## src/rtl/inter_pkg.sv

```systemverilog
// Shared types for the two-master round-robin arbiter: FSM states, packet layout, default sizes.
// Packet layout is {dest, addr[2:0], value[2:0]}; dest selects slave 2 when set.
package inter_pkg;
  localparam int PKT_W_DEF      = 7;
  localparam int FIFO_DEPTH_DEF = 2;

  typedef enum logic [1:0] {
    IDLE  = 2'd0,
    ISSUE = 2'd1,
    DONE  = 2'd2
  } state_e;

  typedef struct packed {
    logic       dest;
    logic [2:0] addr;
    logic [2:0] value;
  } pkt_t;
endpackage

```

## src/rtl/inter_fifo.sv

```systemverilog
// Per-master request queue: power-of-two ring buffer, push/pop at the edge, head valid when !empty.
// Zero-latency head; full is derived from registered occupancy, so a same-edge pop never frees a slot.
module inter_fifo #(
  parameter int DEPTH = 2,
  parameter int W     = 7
) (
  input  logic         clk,
  input  logic         rst,
  input  logic         push,
  input  logic         pop,
  input  logic [W-1:0] din,
  output logic [W-1:0] head,
  output logic         full,
  output logic         empty
);
  localparam int          AW      = (DEPTH > 1) ? $clog2(DEPTH) : 1;
  localparam logic [AW:0] CNT_MAX = (AW+1)'(DEPTH);

  logic [W-1:0]  mem_q [DEPTH];
  logic [W-1:0]  mem_d [DEPTH];
  logic [AW-1:0] wr_ptr_q, wr_ptr_d;
  logic [AW-1:0] rd_ptr_q, rd_ptr_d;
  logic [AW:0]   cnt_q, cnt_d;
  logic          do_push, do_pop;

  assign full    = (cnt_q == CNT_MAX);
  assign empty   = (cnt_q == '0);
  assign head    = mem_q[rd_ptr_q];
  assign do_push = push && !full;
  assign do_pop  = pop && !empty;

  always_comb begin
    mem_d    = mem_q;
    wr_ptr_d = wr_ptr_q;
    rd_ptr_d = rd_ptr_q;
    cnt_d    = cnt_q;
    if (do_push) begin
      mem_d[wr_ptr_q] = din;
      wr_ptr_d        = wr_ptr_q + AW'(1);
    end
    if (do_pop) begin
      rd_ptr_d = rd_ptr_q + AW'(1);
    end
    case ({do_push, do_pop})
      2'b10:   cnt_d = cnt_q + (AW+1)'(1);
      2'b01:   cnt_d = cnt_q - (AW+1)'(1);
      default: cnt_d = cnt_q;
    endcase
  end

  always_ff @(posedge clk) begin
    if (rst) begin
      wr_ptr_q <= '0;
      rd_ptr_q <= '0;
      cnt_q    <= '0;
    end else begin
      wr_ptr_q <= wr_ptr_d;
      rd_ptr_q <= rd_ptr_d;
      cnt_q    <= cnt_d;
    end
  end

  // Storage needs no reset: pointers and occupancy define what is live.
  always_ff @(posedge clk) begin
    mem_q <= mem_d;
  end
endmodule

```

## src/rtl/inter_rr_arbiter.sv

```systemverilog
// Two-master round-robin arbiter routing queued packets to slave 1 or 2 by the dest bit.
// Push to valid takes two edges; a stalled slave holds ISSUE indefinitely, and full queues drop via in_ready.
module inter_rr_arbiter
  import inter_pkg::*;
#(
  parameter int FIFO_DEPTH = FIFO_DEPTH_DEF,
  parameter int PKT_W      = PKT_W_DEF
) (
  input  logic             clk,
  input  logic             rst,
  input  logic             in_valid_1,
  input  logic             in_valid_2,
  input  logic [PKT_W-1:0] data_in_1,
  input  logic [PKT_W-1:0] data_in_2,
  output logic             in_ready_1,
  output logic             in_ready_2,
  input  logic             ready_slave1,
  input  logic             ready_slave2,
  output logic             valid_slave1,
  output logic             valid_slave2,
  output logic [2:0]       addr_out,
  output logic [2:0]       value_out,
  output logic             handshake_slave1,
  output logic             handshake_slave2,
  output logic             grant_id
);
  state_e           state_q, state_d;
  pkt_t             pkt_q, pkt_d;
  logic             last_grant_q, last_grant_d;
  logic             grant_id_q, grant_id_d;
  logic [PKT_W-1:0] head_1, head_2;
  logic             full_1, full_2, empty_1, empty_2;
  logic             push_1, push_2, pop_1, pop_2;
  logic             sel_ready, winner;

  assign in_ready_1 = !full_1;
  assign in_ready_2 = !full_2;
  assign push_1     = in_valid_1 && in_ready_1;
  assign push_2     = in_valid_2 && in_ready_2;

  // Only the slave addressed by the issued packet can complete it.
  assign sel_ready = pkt_q.dest ? ready_slave2 : ready_slave1;
  assign pop_1     = (state_q == ISSUE) && sel_ready && !grant_id_q;
  assign pop_2     = (state_q == ISSUE) && sel_ready && grant_id_q;

  inter_fifo #(.DEPTH(FIFO_DEPTH), .W(PKT_W)) u_fifo_1 (
    .clk(clk), .rst(rst), .push(push_1), .pop(pop_1), .din(data_in_1),
    .head(head_1), .full(full_1), .empty(empty_1)
  );

  inter_fifo #(.DEPTH(FIFO_DEPTH), .W(PKT_W)) u_fifo_2 (
    .clk(clk), .rst(rst), .push(push_2), .pop(pop_2), .din(data_in_2),
    .head(head_2), .full(full_2), .empty(empty_2)
  );

  always_comb begin
    state_d      = state_q;
    pkt_d        = pkt_q;
    last_grant_d = last_grant_q;
    grant_id_d   = grant_id_q;
    winner       = 1'b0;
    case (state_q)
      IDLE: begin
        if (!empty_1 || !empty_2) begin
          // On a tie the master not granted last wins; otherwise the lone requester.
          winner       = (!empty_1 && !empty_2) ? !last_grant_q : empty_1;
          grant_id_d   = winner;
          last_grant_d = winner;
          pkt_d        = winner ? pkt_t'(head_2) : pkt_t'(head_1);
          state_d      = ISSUE;
        end
      end
      ISSUE: begin
        if (sel_ready) state_d = DONE;
      end
      DONE:    state_d = IDLE;
      default: state_d = IDLE;
    endcase
  end

  always_ff @(posedge clk) begin
    if (rst) begin
      state_q      <= IDLE;
      pkt_q        <= '0;
      last_grant_q <= 1'b1;
      grant_id_q   <= 1'b0;
    end else begin
      state_q      <= state_d;
      pkt_q        <= pkt_d;
      last_grant_q <= last_grant_d;
      grant_id_q   <= grant_id_d;
    end
  end

  assign valid_slave1     = (state_q == ISSUE) && !pkt_q.dest;
  assign valid_slave2     = (state_q == ISSUE) && pkt_q.dest;
  assign addr_out         = (state_q == ISSUE) ? pkt_q.addr : 3'd0;
  assign value_out        = (state_q == ISSUE) ? pkt_q.value : 3'd0;
  assign handshake_slave1 = (state_q == DONE) && !pkt_q.dest;
  assign handshake_slave2 = (state_q == DONE) && pkt_q.dest;
  assign grant_id         = grant_id_q;
endmodule

```

## config.mk

```make
export PLATFORM = sky130hd
export DESIGN_NAME = inter_rr_arbiter
export DESIGN_NICKNAME = d
export VERILOG_FILES = /design/src/rtl/inter_pkg.sv /design/src/rtl/inter_fifo.sv /design/src/rtl/inter_rr_arbiter.sv
export SDC_FILE = /design/constraint.sdc
export NUM_CORES = 1
export LEC_CHECK = 0
export CORE_MARGIN = 10
export CORE_UTILIZATION = 49
export CTS_BUF_LIST = sky130_fd_sc_hd__clkbuf_4
export CTS_CLUSTER_DIAMETER = 120
export DETAILED_ROUTE_END_ITERATION = 8
export GPL_ROUTABILITY_DRIVEN = 0
export PLACE_DENSITY_LB_ADDON = 0.08
export SLEW_MARGIN = 20
export SYNTH_ARGS = -nofsm -noshare
export SYNTH_HDL_FRONTEND = slang
export SYNTH_SLANG_ARGS = --single-unit
```

## constraint.sdc

```tcl
create_clock -name clk -period 1.9 [get_ports clk]
set_input_delay 0.475 -clock clk [delete_from_list [all_inputs] [get_ports clk]]
set_output_delay 0.475 -clock clk [all_outputs]
set_load 0.02 [all_outputs]
```

* After elaboration in Yosys (flattened, before gate mapping) *
Index checks and enable logic that the tools add are counted.

operators by class
  bitwise gates (word level) = 4
  eq/ne operators = 10
  muxes and demuxes = 22
  $lt $le $gt $ge = 6
  add/sub/neg operators = 8
  div/mod/pow operators = 0
  multipliers = 0
  reductions and logical operators = 31
  shift-type cells = 0

operator list
  operator             count
  $mux 7               9
  $bwmux 14            2
  $logic_and 1x1->1    16
  $demux 7 s1          2
  $pmux 2 s2           3
  $eq 2x2->1 const B   5
  $ge 2x2->1 const B   4
  $not 1->2            4
  $logic_not 1->1      7
  $eq 2x1->1 const B   3
  $logic_not 2->1      3
  $mux 3               2
  $add 1x1->1 const B  4
  $add 2x1->2 const B  2
  $lt 2x1->1 const B   2
  $mux 2               2
  $ne 2x2->1 const B   2
  $reduce_and 2->1     2
  $reduce_bool 2->1    2
  $sub 2x1->2 const B  2
  $mux 1               2
  $logic_or 1x1->1     1

word-level totals
  memory bits (writable) = 0
  ROM bits = 0
  memories kept = 0
  input port bits = 20
  flip-flop bits (word level) = 47
  latch bits = 0

* Longest topological paths before layout *
  word-level depth = 6
  gate-level depth with buffers = 7

* Cells and area by module *
Synthesis repeated with hierarchy kept, for this count alone.

second synthesis, totals
  cells, all modules = 165
  area, all modules = 2005.7 µm²

modules (own cells, without submodules)
  module            cells each  instances  sequential area each (µm²)  area each (µm²)
  inter_fifo        46          2          500.5                       703.2
  inter_rr_arbiter  73          1          220.2                       599.3

* Worst setup path after synthesis *
No wires, ideal clock.

  path kind = input to register
  from = input port ready_slave2
  to = register u_fifo_2.cnt_q[1]
  arrival time = 1.756 ns
  data required time = 1.829 ns
  library setup time = 0.071 ns
  setup slack = 0.074 ns
  stages = 6
  path buffers = 0
  cells stage by stage = mux2i_1 nand2b_1 nor2_1 ha_1 or3_1 a21oi_1

on the way
  longest elaborated chain between the ends = 6
  elaborated cells on any way between the ends = 8
  classes of those cells = eq/ne: 2; mux: 2; reduce/logical: 4

RTL lines
  item                                             line                    source
  from (decl)                                      inter_rr_arbiter.sv:18  input logic ready_slave2,
  $mux 1 (*)                                       inter_rr_arbiter.sv:42  assign sel_ready = pkt_q.dest ? ready_slave2 : ready_slave1;
  $logic_and 1x1->1 (*) (2 in a row)               inter_rr_arbiter.sv:44  assign pop_2 = (state_q == ISSUE) && sel_ready && grant_id_q;
  $logic_and 1x1->1 (*)                            inter_fifo.sv:30        assign do_pop = pop && !empty;
  named net u_fifo_2.do_pop                        inter_fifo.sv:24        logic do_push, do_pop;
  $eq 2x1->1 or $eq 2x2->1 (tied branches)         inter_fifo.sv:44        case ({do_push, do_pop})
  $pmux 2 s2 or $reduce_bool 2->1 (tied branches)  --
  to (signal assigned)                             inter_fifo.sv:59        cnt_q <= cnt_d;
  to (decl)                                        inter_fifo.sv:23        logic [AW:0] cnt_q, cnt_d;

The timed path passes the listed nets; every way through them passes the cells marked *.
A chain may end at the register's enable or synchronous reset.

* Worst setup path after layout *
Same ends and word-level chain as after synthesis.

==> results.sh <==
export IMPL_status="finished clean"
export IMPL_grt_pass1_wl_mm=7.04
export IMPL_yosysSeqAreaShare=0.599
export IMPL_critPathKind="input pin to flip-flop"
export IMPL_relSlewSlack=0.648
export IMPL_synthArstFlopShare=0
export IMPL_drtAntennaViolNets=0
export IMPL_wl_mm=4.23
export IMPL_fp_coreArea_um2=4000
export IMPL_cpPeakStageDelay_ps=400
export IMPL_syn_to_final_growth_pct=25.2
export IMPL_whs_path_depth=2
export IMPL_synth_edf_count=28
export IMPL_clk_latency_ps=350
export IMPL_vias_per_cell=5.43
export IMPL_multi_input_area_um2=785
export IMPL_grt_max_degree=19
export IMPL_startpoint_type="input pin"
export IMPL_yosysMostFrequentCell="edfxtp_1"
export IMPL_synth_cell_types=34
export IMPL_first_pass_iters=4
export IMPL_worstHoldPathType="flip-flop to flip-flop"
export IMPL_rrSetupSlack_ps=70
export IMPL_die_area_um2=7140
export IMPL_setup_viol=0
export IMPL_clockBufferDepth=2
export IMPL_cp_required_ps=2190
export IMPL_grt_pass1_vias=1556
export IMPL_netlist_instances=165
export IMPL_crit_chain="clkdlybuf4s50_1, mux2i_1, nand2b_4, nor2_1, ha_2, xnor2_1, or3_1, a21oi_2"
export IMPL_place_port_buffers=32
export IMPL_dpl_hpwl_mm=3.19
export IMPL_rr_worst_depth=7
export IMPL_cts_sinks=47
export IMPL_p_leak_nw=0.954
export IMPL_yosysWarnings=0
export IMPL_hold_viol=0
export IMPL_wl_per_cell_um=15.9
export IMPL_cts_root_buf="clkbuf_4"
export IMPL_cp_max_fo=3
export IMPL_drcViolationCount=0
export IMPL_drtIter0Drc=91
export IMPL_fin_crit_sh=0.985
export IMPL_cts_buffers=5
export IMPL_synth_area_leader_cell="edfxtp_1"
export IMPL_finClkSkew_ps=14.7
export IMPL_fin_nets=236
export IMPL_clk_pin_slew_ps=140
export IMPL_p_per_area_nw_per_um2=1030
export IMPL_synth_top_cell_area_share=0.412
export IMPL_fill_cells=327
export IMPL_vias=1439
export IMPL_arrival_ps=2160
export IMPL_totalPowerFinal_mw=2.62
export IMPL_synth_seq_cells=47
export IMPL_maxClockFrequency_ghz=0.534
export IMPL_overflow=0
export IMPL_start_util=0.510
export IMPL_synth_nets=187
export IMPL_cp_depth=8
export IMPL_vdd_ir_drop_worst_mv=0.624
export IMPL_htreeDepth=2
export IMPL_die_x_um=84.5
export IMPL_crit_buf_inv=1
export IMPL_diodes=0
export IMPL_slowest_stage="clkdlybuf4s50_1"
export IMPL_synthTopCellsByArea="edfxtp_1, dfxtp_1, mux2i_1, a32o_1, o21ai_0"
export IMPL_drive_above_1_share=0.228
export IMPL_synth_common_cells="edfxtp_1, dfxtp_1, mux2i_1"
export IMPL_fin_util=0.638
export IMPL_fin_crit_ps=1870
export IMPL_die_h_um=84.5
export IMPL_ys_flop_type="edfxtp_1"
export IMPL_hold_buffers=0
export IMPL_maxSlewViolCount=0
export IMPL_setup_tns_final_ps=0
export IMPL_end_kind="flip-flop"
export IMPL_regArea_um2=1220
export IMPL_avgSynthCellArea_um2=12.4
export IMPL_worst_pin_slew_ps=527
export IMPL_antenna_found_initial=0
export IMPL_std_cell_rows=23
export IMPL_cts_tree="built"
export IMPL_max_cap_viol_count=0
export IMPL_critical_path_top_delay_family="simple AND/OR/NAND/NOR gates"
export IMPL_io_pins=33
export IMPL_syn_area_um2=2040
export IMPL_grtUsageTotal=0.121
## registers in the layout (all words and copies together), names as in the netlist, 2 cells and up
signal and cells:
pkt_q 7, state_q 2, u_fifo_1.cnt_q 2, u_fifo_1.mem_q 14, u_fifo_2.cnt_q 2, u_fifo_2.mem_q 14
## worst paths after layout
| kind | to | startpoint |
|---|---|---|
| worst min register to register | last_grant_q | last_grant_q |
| worst min-delay path | last_grant_q | last_grant_q |
| worst max-delay path | u_fifo_2.cnt_q[1] | ready_slave2 |
| worst max register to register | u_fifo_2.cnt_q[1] | pkt_q[6] |
## timing repair
| action | in CTS | in global routing |
|---|---|---|
| gates resized for setup | 30 | 17 |
| cloned | 0 | 0 |
| setup buffers | 0 | 2 |
| pin swaps | 0 | 3 |
| endpoints found under the setup margin | 14 | 14 |
## layer usage
layer	GRT usage	up-vias	part of all wire
met1	0.130	684	0.41
li1	-	711	-
met3	0.0435	6	0.049
met2	0.202	38	0.52
met5	0	-	0
met4	0.0659	0	0.018
## through the flow
step / hold WS [ps] / setup WS, ps / std cells / area, µm²
after floorplan: 473 / 73.7 / 165 / 2040
after global placement: 501 / -218 / 255 / 2500
after detailed placement: 524 / -365 / 255 / 2500
after CTS: 556 / -3.90 / 263 / 2560
after global routing: 593 / -54.1 / 265 / 2550
final: 550 / 28.7 / 265 / 2550
## power breakdown
| group | internal (mW) | switching [mW] | total, mW |
|---|---|---|---|
| logic | 0.403 | 0.439 | 0.842 |
| registers | 1.24 | 0.0880 | 1.33 |
| clock network | 0.142 | 0.307 | 0.449 |
## cell usage in the layout (no fill, tap or decap), types with 2 or more instances in the layout
master / n
a21bo_2: 2
a21oi_1: 8
a32o_1: 7
and2_1: 7
and3_1: 2
buf_2: 7
buf_4: 16
clkbuf_2: 2
clkbuf_4: 5
clkdlybuf4s50_1: 19
clkinvlp_4: 2
dfxtp_1: 16
dfxtp_2: 3
dlygate4sd2_1: 2
edfxtp_1: 28
inv_1: 2
mux2i_1: 15
nand2_1: 4
nand2b_1: 3
nand3_1: 7
nand3b_1: 2
nor2_1: 8
nor2b_1: 6
nor3_1: 2
o21ai_0: 10
o21bai_1: 3
o31ai_1: 2
or2_2: 2
or3_1: 2
or4_1: 2
xnor2_1: 2
xor2_1: 2
## final cells by class
cell class	instances	share of cell area
Tap cell	50	0.0245
Multi-Input combinational cell	109	0.307
Inverter	2	0.00294
Sequential cell	47	0.480
Clock inverter	3	0.00784
Timing Repair Buffer	49	0.163
Clock buffer	5	0.0147
## worst reg2reg max path: stages, from the launching register on
cell      delay (ps)
dfxtp_2          420
mux2i_1          280
nand2b_4         180
nor2_1            60
ha_2             190
xnor2_1          130
or3_1            370
a21oi_2          140
## cells by family after synthesis
group                      synth area share
AOI/OAI and AO/OA                     0.114
xor gates and xnor gates             0.0172
adders and majority gates            0.0123
buffers and inverters                0.0245
DFF                                   0.599
muxes                                0.0736
and+or+nand+nor                       0.159
Note: power is estimated with default switching activity, not from simulation.
